`config.mk`:
```
export PLATFORM = sky130hd
export DESIGN_NAME = radix4_seq_mult
export DESIGN_NICKNAME = d
export VERILOG_FILES = /design/src/rtl/radix4_seq_mult_pkg.sv /design/src/rtl/radix4_seq_mult_digit.sv /design/src/rtl/radix4_seq_mult.sv
export SDC_FILE = /design/constraint.sdc
export NUM_CORES = 1
export LEC_CHECK = 0
export BUFFER_PORTS_ARGS = -buffer_cell sky130_fd_sc_hd__buf_2
export CORE_ASPECT_RATIO = 1.4
export CORE_MARGIN = 1
export CORE_UTILIZATION = 45
export CTS_CLUSTER_SIZE = 8
export DETAILED_ROUTE_END_ITERATION = 10
export MAX_ROUTING_LAYER = met4
export PLACE_DENSITY = 0.71
export REMOVE_ABC_BUFFERS = 1
export SYNTH_ARGS = -nofsm -noshare
export SYNTH_HDL_FRONTEND = slang
export SYNTH_SLANG_ARGS = --single-unit
```
`constraint.sdc`:
```
create_clock -name clk -period 7.52 [get_ports clk]
set_input_delay 1.504 -clock clk [delete_from_list [all_inputs] [get_ports clk]]
set_output_delay 1.504 -clock clk [all_outputs]
set_load 0.01 [all_outputs]
```
`src/rtl/radix4_seq_mult_pkg.sv`:
```
// Shared types and helpers for the radix-4 sequential multiplier.
package radix4_seq_mult_pkg;

  typedef enum logic [1:0] {
    IDLE = 2'd0,
    CALC = 2'd1,
    DONE = 2'd2
  } state_e;

  // One radix-4 digit retires per CALC cycle.
  function automatic int digits_f(input int width);
    return width / 2;
  endfunction

endpackage

```
`src/rtl/radix4_seq_mult_digit.sv`:
```
// Radix-4 partial product a*d for d in {0,1,2,3}; purely combinational, no handshake.
module mult_digit #(
  parameter int WIDTH = 8
) (
  input  logic [2*WIDTH-1:0] a,
  input  logic [1:0]         d,
  output logic [2*WIDTH-1:0] pp
);

  always_comb begin
    pp = '0;
    unique case (d)
      2'd0:    pp = '0;
      2'd1:    pp = a;
      2'd2:    pp = a << 1;
      2'd3:    pp = a + (a << 1);
      default: pp = '0;
    endcase
  end

endmodule

```
`src/rtl/radix4_seq_mult.sv`:
```
// Iterative WIDTH x WIDTH radix-4 multiplier: product valid WIDTH/2 edges after accept, held under out_ready=0.
// Optional two's complement mode behind RADIX4_SEQ_MULT_SIGNED_EN (adds signed_i).
module radix4_seq_mult
  import radix4_seq_mult_pkg::*;
#(
  parameter int WIDTH = 8,
  parameter int CNT_W = $clog2(WIDTH/2) + 1
) (
  input  logic               clk,
  input  logic               rst_n,
  input  logic               in_valid,
  output logic               in_ready,
  input  logic [WIDTH-1:0]   a_i,
  input  logic [WIDTH-1:0]   b_i,
`ifdef RADIX4_SEQ_MULT_SIGNED_EN
  input  logic               signed_i,
`endif
  output logic               out_valid,
  input  logic               out_ready,
  output logic [2*WIDTH-1:0] product_o
);

  localparam int PW     = 2 * WIDTH;
  localparam int DIGITS = digits_f(WIDTH);

  if ((WIDTH % 2) != 0 || WIDTH < 4) begin : g_bad_width
    $error("radix4_seq_mult: WIDTH must be even and >= 4");
  end

  state_e            state_q, state_d;
  logic [PW-1:0]     a_reg, acc, pp, acc_next, prod_next, product_q;
  logic [WIDTH-1:0]  b_reg, a_mag, b_mag;
  logic [CNT_W-1:0]  cnt;
  logic              accept, last;

  assign accept   = in_valid && in_ready;
  assign last     = (state_q == CALC) && (cnt == CNT_W'(DIGITS - 1));
  assign acc_next = acc + pp;

  mult_digit #(.WIDTH(WIDTH)) u_digit (
    .a  (a_reg),
    .d  (b_reg[1:0]),
    .pp (pp)
  );

`ifdef RADIX4_SEQ_MULT_SIGNED_EN
  logic neg_a, neg_b, sign_q;
  assign neg_a     = signed_i && a_i[WIDTH-1];
  assign neg_b     = signed_i && b_i[WIDTH-1];
  assign a_mag     = neg_a ? (~a_i + 1'b1) : a_i;
  assign b_mag     = neg_b ? (~b_i + 1'b1) : b_i;
  // Negate once at the end; the accumulator only ever sees magnitudes.
  assign prod_next = sign_q ? (~acc_next + 1'b1) : acc_next;
`else
  assign a_mag     = a_i;
  assign b_mag     = b_i;
  assign prod_next = acc_next;
`endif

  always_ff @(posedge clk or negedge rst_n) begin
    if (!rst_n) state_q <= IDLE;
    else        state_q <= state_d;
  end

  always_comb begin
    state_d   = state_q;
    in_ready  = 1'b0;
    out_valid = 1'b0;
    unique case (state_q)
      IDLE: begin
        in_ready = 1'b1;
        if (in_valid) state_d = CALC;
      end
      CALC: begin
        if (last) state_d = DONE;
      end
      DONE: begin
        out_valid = 1'b1;
        in_ready  = out_ready;
        if (out_ready) state_d = in_valid ? CALC : IDLE;
      end
      default: state_d = IDLE;
    endcase
  end

  always_ff @(posedge clk or negedge rst_n) begin
    if (!rst_n) begin
      a_reg     <= '0;
      b_reg     <= '0;
      acc       <= '0;
      cnt       <= '0;
      product_q <= '0;
`ifdef RADIX4_SEQ_MULT_SIGNED_EN
      sign_q    <= 1'b0;
`endif
    end else if (accept) begin
      a_reg  <= {{WIDTH{1'b0}}, a_mag};
      b_reg  <= b_mag;
      acc    <= '0;
      cnt    <= '0;
`ifdef RADIX4_SEQ_MULT_SIGNED_EN
      sign_q <= neg_a ^ neg_b;
`endif
    end else if (state_q == CALC) begin
      acc   <= acc_next;
      a_reg <= a_reg << 2;
      b_reg <= b_reg >> 2;
      cnt   <= cnt + CNT_W'(1);
      // Output register only moves on CALC->DONE, so it is frozen while DONE waits.
      if (last) product_q <= prod_next;
    end
  end

  assign product_o = product_q;

endmodule

```
# Yosys cells after proc, flatten, opt, wreduce, memory -nomap -nowiden
# Index checks and enable logic that the tools add are counted.
[classes]
add_sub_neg = 3
mul = 0
div_mod_pow = 0
n_lt_le_gt_ge = 0
eq_ne = 9
shift = 0
muxes = 16
bitwise_logic = 1
n_reduce_logical = 7
[op_table]
columns = ["cell", "n"]
rows = [
  ["$mux W16", 4],
  ["$pmux W16 S4", 1],
  ["$add A16 B16 Y16", 2],
  ["$mux W8", 2],
  ["$eq A2 B2 Y1 const B", 3],
  ["$mux W2", 3],
  ["$mux W3", 2],
  ["$ne A2 B2 Y1 const B", 3],
  ["$pmux W2 S3", 1],
  ["$reduce_and A3 Y1", 2],
  ["$eq A2 B1 Y1 const B", 2],
  ["$logic_not A2 Y1", 2],
  ["$add A3 B1 Y3 const B", 1],
  ["$eq A3 B2 Y1 const B", 1],
  ["$logic_and A1 B1 Y1", 2],
  ["$mux W1", 2],
  ["$pmux W1 S2", 1],
  ["$reduce_bool A2 Y1", 1],
  ["$not A1 Y1", 1],
]
[totals]
ff_bits = 61
latch_bits = 0
ramBits = 0
rom_bits = 0
input_bits = 20
output_inout_bits = 18
word_cells = 42
memories = 0

# Logic depth before layout (Yosys ltp)
# Gate-level depths: netlist (run 1).
[depth]
word_depth = 5
mapped_depth = 20
depth_no_buf = 20

# Cells and area by module
# Synthesis (run 1) repeated with hierarchy kept, for this count alone.
[unflattened]
cells_unflattened = 435
area_unflattened_um2 = 4072.7
[modules_own_cells]
columns = ["module", "n_inst", "cells_per_inst", "area_each_um2", "seq_area_each_um2"]
rows = [
  ["radix4_seq_mult", 1, 306, 3129.3, 1526.5],
  ["mult_digit", 1, 129, 943.4, 0.0],
]

# Worst setup path after synthesis (run 1)
# OpenSTA, ideal clock, no wires.
[synth_path]
path_kind = "register to register"
from = "register a_reg[2]"
to = "register acc[15]"
setup_ps = 76
t_arrival_ps = 3568
required_time_ps = 7444
setup_slack_ps = 3876
stages_incl_launch_ff = 20
n_path_buf = 0
period_less_slack_ps = 3644
path_cell_list = "dfrtp_1 ha_1 a21o_1 a21o_1 a21o_1 o31a_1 a21oi_1 xnor2_1 mux2_2 a22o_1 ha_1 nand3_1 nand2_1 nand2_1 nand2_1 o22ai_1 o21ai_2 xnor2_1 or3_1 o21ai_1"
[synth_via]
elab_chain_cells = 5
[synth_lines]
columns = ["item", "line_no", "source"]
rows = [
  ["start, declared", "radix4_seq_mult.sv:31", "logic [PW-1:0] a_reg, acc, pp, acc_next, prod_next, product_q;"],
  ["start signal, assigned", "radix4_seq_mult.sv:97", "a_reg <= {{WIDTH{1'b0}}, a_mag};"],
  ["start signal, assigned", "radix4_seq_mult.sv:106", "a_reg <= a_reg << 2;"],
  ["$add A16 B16 Y16", "radix4_seq_mult_digit.sv:16", "2'd3: pp = a + (a << 1);"],
  ["$pmux W16 S4 *", "radix4_seq_mult_digit.sv:12", "unique case (d)"],
  ["$add A16 B16 Y16 *", "radix4_seq_mult.sv:38", "assign acc_next = acc + pp;"],
  ["$mux W16 *", "radix4_seq_mult.sv:104", "end else if (state_q == CALC) begin"],
  ["$mux W16 *", "radix4_seq_mult.sv:96", "end else if (accept) begin"],
  ["end signal, assigned", "radix4_seq_mult.sv:105", "acc <= acc_next;"],
  ["end, declared", "radix4_seq_mult.sv:31", ""],
]
# Mark *: on every way between the ends. The rest lies on a longest branch, timed or not. The select of a mux whose other input is x is not followed.
# A chain may end at the register's enable or synchronous reset.

# Worst setup path in the final report (run 1)
# Same ends and word-level chain as after synthesis.

==> results.yml, run 1 <==
synth:
  synth_top_area_cell: "dfrtp_1"
  synth_warnings: 0
  ys.flop_type: "dfrtp_1"
  synth_seq_area_share_pct: 37.72
  ys_types: 47
  async_flop_share_pct: 100.0
  synth_seq_cells: 61
  synth.avg_cell_area_um2: 8.739
  synth_edf_count: 0
  synthTopCellsByArea: "dfrtp_1 (38%), ha_1 (9.6%), nand2_1 (8.8%), o21ai_0 (4.7%), a21oi_1 (2.8%)"
  syn_inst: 463
  synth_top_area_share_pct: 37.72
  netlist_area_um2: 4046
setup_path:
  worstPathMaxFanout: 7
  start_kind: "register"
  crit_path_top_delay_cell: "dfrtp_1"
  cpPeakStageDelay_ns: 0.45
  crit_required_ns: 7.78
  crit_type: "reg2reg"
  crit_chain: "ha_1 > a21o_1 > a21o_1 > a21o_1 > o31a_1 > a21oi_1 > xnor2_1 > mux2_2 > a22o_1 > ha_1 > nand3_1 > nand2_1 > nand2_1 > nand2_1 > o22ai_1 > o21ai_2 > xnor2_1 > or3_1 > o21ai_1"
  cp.arrival_ns: 4.27
  setup.worst_path.end_class: "register"
floorplan:
  start_util_pct: 46.73
  die_w_um: 82.14
  dieArea_um2: 9380
  ios: 38
  die-height_um: 114.2
  coreArea_um2: 8658
  rows: 40
power_and_ir_drop:
  swShare_pct: 44.12
  p_clk_share_pct: 16.4
  p_sw_uw: 979.0
  peakVddDrop_mv: 0.1948
  pwr-share-seq_pct: 28.0
  power_report.internal_total_mw: 1.240
  p_leak_nw: 2.210
  p_per_area_nw_per_um2: 485.4
  combPwrFrac_pct: 55.6
cts:
  post_cts_resized: 0
  path_clk_slew_ns: 0.05
  post_cts_buffers: 0
  cts_root_buffer: "clkbuf_16"
  numClockSinks: 61
  holdBufCountCts: 0
  cts_buffers: 9
  worst_skew_pair.late_latency_ns: 0.33
  htreeDepth: 3
  cts_tree: "done"
  cts_max_path_buffers: 2
placement:
  dp_hpwl_um: 5904
  gp_congestion: 0.9891
  io_buffers: 37
layout:
  layout_commonest_cell: "nand2_1"
  drive_gt1_share_pct: 13.71
  nNetsFinal: 545
  fill_cells: 812
  mostFrequentLayoutCells: "nand2_1 (95), dfrtp_1 (61), o21ai_0 (38), buf_2 (37), ha_1 (31)"
  antennaDiodeCount: 0
  area_growth_pct: 12.99
drt:
  wl_um: 8397
  vias: 3342
  drc: 0
  wl_per_cell_um: 13.97
  dr.first_iter.drc_count: 115
  drtPass1Iterations: 4
  drtAntennaViolNets: 0
  vias_per_cell: 5.561
timing:
  clock-skew-final_ns: 0.003201
  slew-limit-headroom_pct: 24.75
  maxSlewViolCount: 0
  layout_min_cycle_time_ns: 4.012
  hold_viol: 0
  fmax_ghz: 0.2492
  rsz0062_at_grt: "false"
  fin_crit_sh_pct: 53.35
  tightest_slew_ns: 1.125
  finalSetupViolCount: 0
  setup_tns_ns: 0
  holdWs_ns: 0.4680
grt:
  grt_overflow: 0
  grt_most_used_layer: "met2"
  use_met2_pct: 34.10
  grtUsageMet1_pct: 25.33
  grt_use_met3_pct: 3.904
  track_usage_pct: 21.27
  grt_max_degree: 62
  grt_pass1_wl_um: 14990
  grt_antenna_before_repair: 0
  grt_pass1_vias: 3369
hold_path:
  hold_path_class: "reg2reg"
outcome:
  status: "complete, no violations"
run:
  drv_cap: 0
-- final cells by class --
type                            count  area, um2  share of cell area, %
Clock buffer                       13      250.2                  5.473
Timing Repair Buffer               42      222.7                  4.871
Multi-Input combinational cell    364       2379                  52.03
Clock inverter                      2      10.01                 0.2189
Tap cell                          105      131.4                  2.874
Inverter                           14      52.55                  1.149
Sequential cell                    61       1526                  33.39
-- synth_stat cells (2+ instances only) --
cell type / instances
a211oi_1: 2
a21o_1: 13
a21oi_1: 23
a22o_1: 10
a22oi_1: 11
a31oi_1: 5
and2_1: 2
and3_1: 3
buf_1: 2
clkbuf_1: 21
dfrtp_1: 61
fa_1: 2
ha_1: 31
inv_1: 14
mux2_2: 8
mux2i_1: 5
nand2_1: 95
nand2b_1: 7
nand3_1: 5
nand4_1: 2
nor2_1: 9
nor2b_1: 9
nor3_1: 7
nor3b_1: 4
o211ai_1: 2
o21a_1: 4
o21ai_0: 38
o21ai_1: 7
o21bai_1: 2
o22ai_1: 15
o31a_1: 3
o31ai_1: 2
or3_1: 3
xnor2_1: 12
xor2_1: 12
-- power by group through the flow --
stage                     Combinational (mW)  Clock, mW  Sequential (mW)
after detailed placement                1.24          0            0.624
after CTS                               1.24      0.374            0.621
after global placement                  1.19          0            0.617
final                                   1.23      0.364            0.621
after floorplan                        0.953          0            0.605
after global routing                    1.41      0.389            0.647
-- kinds of logic after synthesis --
logic type | Yosys count | synth area share, %
AND/OR/NAND/NOR | 150 | 16.73
AO/OA/AOI/OAI | 144 | 22.76
flip-flops | 61 | 37.72
buffers and inverters | 38 | 3.556
adder cells (fa/ha/maj) | 33 | 10.58
XOR/XNOR | 24 | 5.195
multiplexers | 13 | 3.463
-- stage by stage --
stage / setup WS, ns / area, um2 / instances / utilization (%) / total power [mW]
2_1_floorplan: 3.306 / 3955 / 439 / - / 1.558
3_3_place_gp: 3.611 / 4312 / 586 / 49.80 / 1.807
6_report: 3.508 / 4572 / 601 / 52.80 / 2.219
5_1_grt: 3.254 / 4572 / 601 / 52.80 / 2.441
4_1_cts: 3.476 / 4572 / 601 / 52.80 / 2.235
3_5_place_dp: 3.509 / 4312 / 586 / 49.80 / 1.861
-- final timing paths --
| check | start | endpoint | slack (ns) | depth (start not counted) |
|---|---|---|---|---|
| max | a_reg[2] | acc[15] | 3.51 | 19 |
| min | product_o[12] | product_o[12] | 0.47 | 2 |
| max reg2reg | a_reg[2] | acc[15] | 3.51 | 19 |
| min reg2reg | product_o[12] | product_o[12] | 0.47 | 2 |
| max in group asynchronous | rst_n | acc[14] | 5.67 | 2 |
| min in group asynchronous | rst_n | state_q[0] | 1.34 | 2 |
-- layer usage --
| metal | vias to the layer above | wire length [um] |
|---|---|---|
| met5 | - | 0 |
| met3 | 14 | 244 |
| met1 | 1573 | 3817 |
| met4 | 0 | 167 |
| met2 | 51 | 4167 |
| li1 | 1704 | - |
-- worst max-delay path, delay by kind of cell (launching register included) --
kind / cells / cell delay (ns)
compound gates: 9 / 1.65
xor+xnor: 2 / 0.24
fa+ha+maj: 2 / 0.65
flops: 1 / 0.45
mux: 1 / 0.26
simple gates: 5 / 0.66
(Power assumes the default switching activity.)
==> run 2: changes to the inputs <==
- ABC_AREA: default -> 1
- clock period: 7.52 -> 3.9 ns (I/O delays scaled with it)
==> run 2 against run 1 <==
Global-route usage grew 2.9 points. Clock skew grew 0.0033 ns. Register-to-register slack lost 2.9 ns.
==> results.yml, run 2 <==
layout:
  final_util_pct: 53.16
  nNetsFinal: 612
  layout_commonest_cell: "nand2_1"
  area_growth_pct: 13.69
  design_area_um2: 4603
  drive_gt1_share_pct: 15.84
  mostFrequentLayoutCells: "nand2_1 (141), dfrtp_1 (61), inv_1 (60), buf_2 (37), ha_1 (31)"
  instances_no_fill: 667
  antennaDiodeCount: 0
timing:
  setup_tns_ns: 0
  fin_ws_ns: 0.6395
  fin_crit_sh_pct: 83.60
  fmax_ghz: 0.3067
  clock-skew-final_ns: 0.006461
  layout_min_cycle_time_ns: 3.261
  slew-limit-headroom_pct: 40.71
  finalSetupViolCount: 0
  rsz0062_at_grt: "false"
  holdWs_ns: 0.4690
  hold_viol: 0
  maxSlewViolCount: 0
  tightest_slew_ns: 0.8893
grt:
  grtUsageMet1_pct: 27.72
  grt_antenna_before_repair: 0
  grt_use_met3_pct: 3.267
  grt_pass1_vias: 3742
  grt_most_used_layer: "met2"
  track_usage_pct: 24.15
  grt_max_degree: 42
  grt_overflow: 0
  grt_pass1_wl_um: 16730
  use_met2_pct: 40.72
placement:
  dp_hpwl_um: 7297
  pre_cts_ws_ns: 0.6943
  gp_congestion: 0.8929
  io_buffers: 37
  dp_cells: 653
  dpl_cell_area_um2: 4337
setup_path:
  cp.arrival_ns: 3.47
  crit_family: "adder cells"
  worstPathMaxFanout: 5
  start_kind: "register"
  crit_type: "reg2reg"
  crit_required_ns: 4.11
  cpPeakStageDelay_ns: 0.39
  crit_path_top_delay_cell: "dfrtp_1"
  cp_num_buf_inv: 2
  crit_chain: "ha_1 > inv_1 > fa_1 > inv_1 > nand2_1 > nand3_2 > a31oi_1 > or2_1 > nand3_1 > o221ai_1 > ha_1 > a21oi_1 > o21ai_0 > a21oi_1 > o21ai_1 > or2_1 > nand3_1 > nand2_1"
  setup.worst_path.end_class: "register"
cts:
  htreeDepth: 3
  cts_buffers: 9
  worst_skew_pair.late_latency_ns: 0.33
  cts_max_path_buffers: 2
  numClockSinks: 61
  holdBufCountCts: 0
  post_cts_resized: 0
  path_clk_slew_ns: 0.05
  post_cts_buffers: 0
  cts_tree: "done"
  cts_root_buffer: "clkbuf_16"
synth:
  syn_inst: 520
  ys.flop_type: "dfrtp_1"
  synth_seq_area_share_pct: 37.70
  synth_top_area_share_pct: 37.70
  synth_most_common_cell: "nand2_1"
  netlist_area_um2: 4049
  synth_warnings: 0
  synth_top_area_cell: "dfrtp_1"
  async_flop_share_pct: 100.0
  synthTopCellsByCount: "nand2_1 (141), dfrtp_1 (61), inv_1 (60)"
  synthTopCellsByArea: "dfrtp_1 (38%), nand2_1 (13%), ha_1 (9.6%), inv_1 (5.6%), o21ai_0 (3.7%)"
  synth.avg_cell_area_um2: 7.786
  synth_edf_count: 0
  synth_seq_cells: 61
  ys_types: 40
drt:
  drtAntennaViolNets: 0
  wl_per_cell_um: 14.60
  drc: 0
  wl_um: 9738
  drtPass1Iterations: 4
  vias: 3675
  vias_per_cell: 5.510
  dr.first_iter.drc_count: 252
power_and_ir_drop:
  p_per_area_nw_per_um2: 977.7
  power_mw: 4.500
  peakVddDrop_mv: 0.5717
  p_leak_nw: 2.406
floorplan:
  die_w_um: 82.17
  rows: 40
  coreArea_um2: 8658
  ios: 38
  dieArea_um2: 9386
  start_util_pct: 46.76
  die-height_um: 114.2
hold_path:
  hold_path_class: "reg2reg"
outcome:
  status: "complete, no violations"
run:
  drv_cap: 0
## run 2: worst paths after layout
| check | from | slack (ns) | cells after the start | to |
|---|---|---|---|---|
| worst max-delay path | a_reg[1] | 0.64 | 18 | product_o[14] |
| min in group asynchronous | rst_n | 0.58 | 1 | b_reg[6] |
| max in group asynchronous | rst_n | 2.48 | 2 | a_reg[14] |
| worst min-delay path | product_o[15] | 0.47 | 2 | product_o[15] |
| worst max register to register | a_reg[1] | 0.64 | 18 | product_o[14] |
| worst min register to register | product_o[15] | 0.47 | 2 | product_o[15] |
## run 2: layout make-up
| cell class | count | area (um2) |
|---|---|---|
| Clock inverter | 2 | 10.01 |
| Timing Repair Buffer | 41 | 215.2 |
| Inverter | 71 | 266.5 |
| Tap cell | 105 | 131.4 |
| Sequential cell | 61 | 1526 |
| Multi-Input combinational cell | 375 | 2197 |
| Clock buffer | 12 | 256.5 |
| Fill cell | 815 | 4055 |
## run 2: power by group
part | switching, mW | internal, mW
Clock | 0.262 | 0.454
Sequential | 0.184 | 0.933
Combinational | 1.71 | 0.959
## run 2: kinds of logic after synthesis
family	synth area share, %
and+or+nand+nor	22.16
adders and majority gates	10.57
xor gates and xnor gates	2.379
buffers and inverters	8.035
AOI/OAI and AO/OA	19.16
DFF	37.70
## run 2: metal layers
metal / share of wire [%] / vias up
li1: - / 1828
met1: 44 / 1753
met2: 50 / 76
met3: 3.2 / 18
met4: 2.9 / 0
met5: 0 / -
## run 2: worst register-to-register path, delay by kind of cell (launching register included)
family	cells	cell delay (ns)
fa+ha+maj	3	0.94
simple gates	7	0.87
compound gates	6	0.80
flops	1	0.39
buf+inv	2	0.16
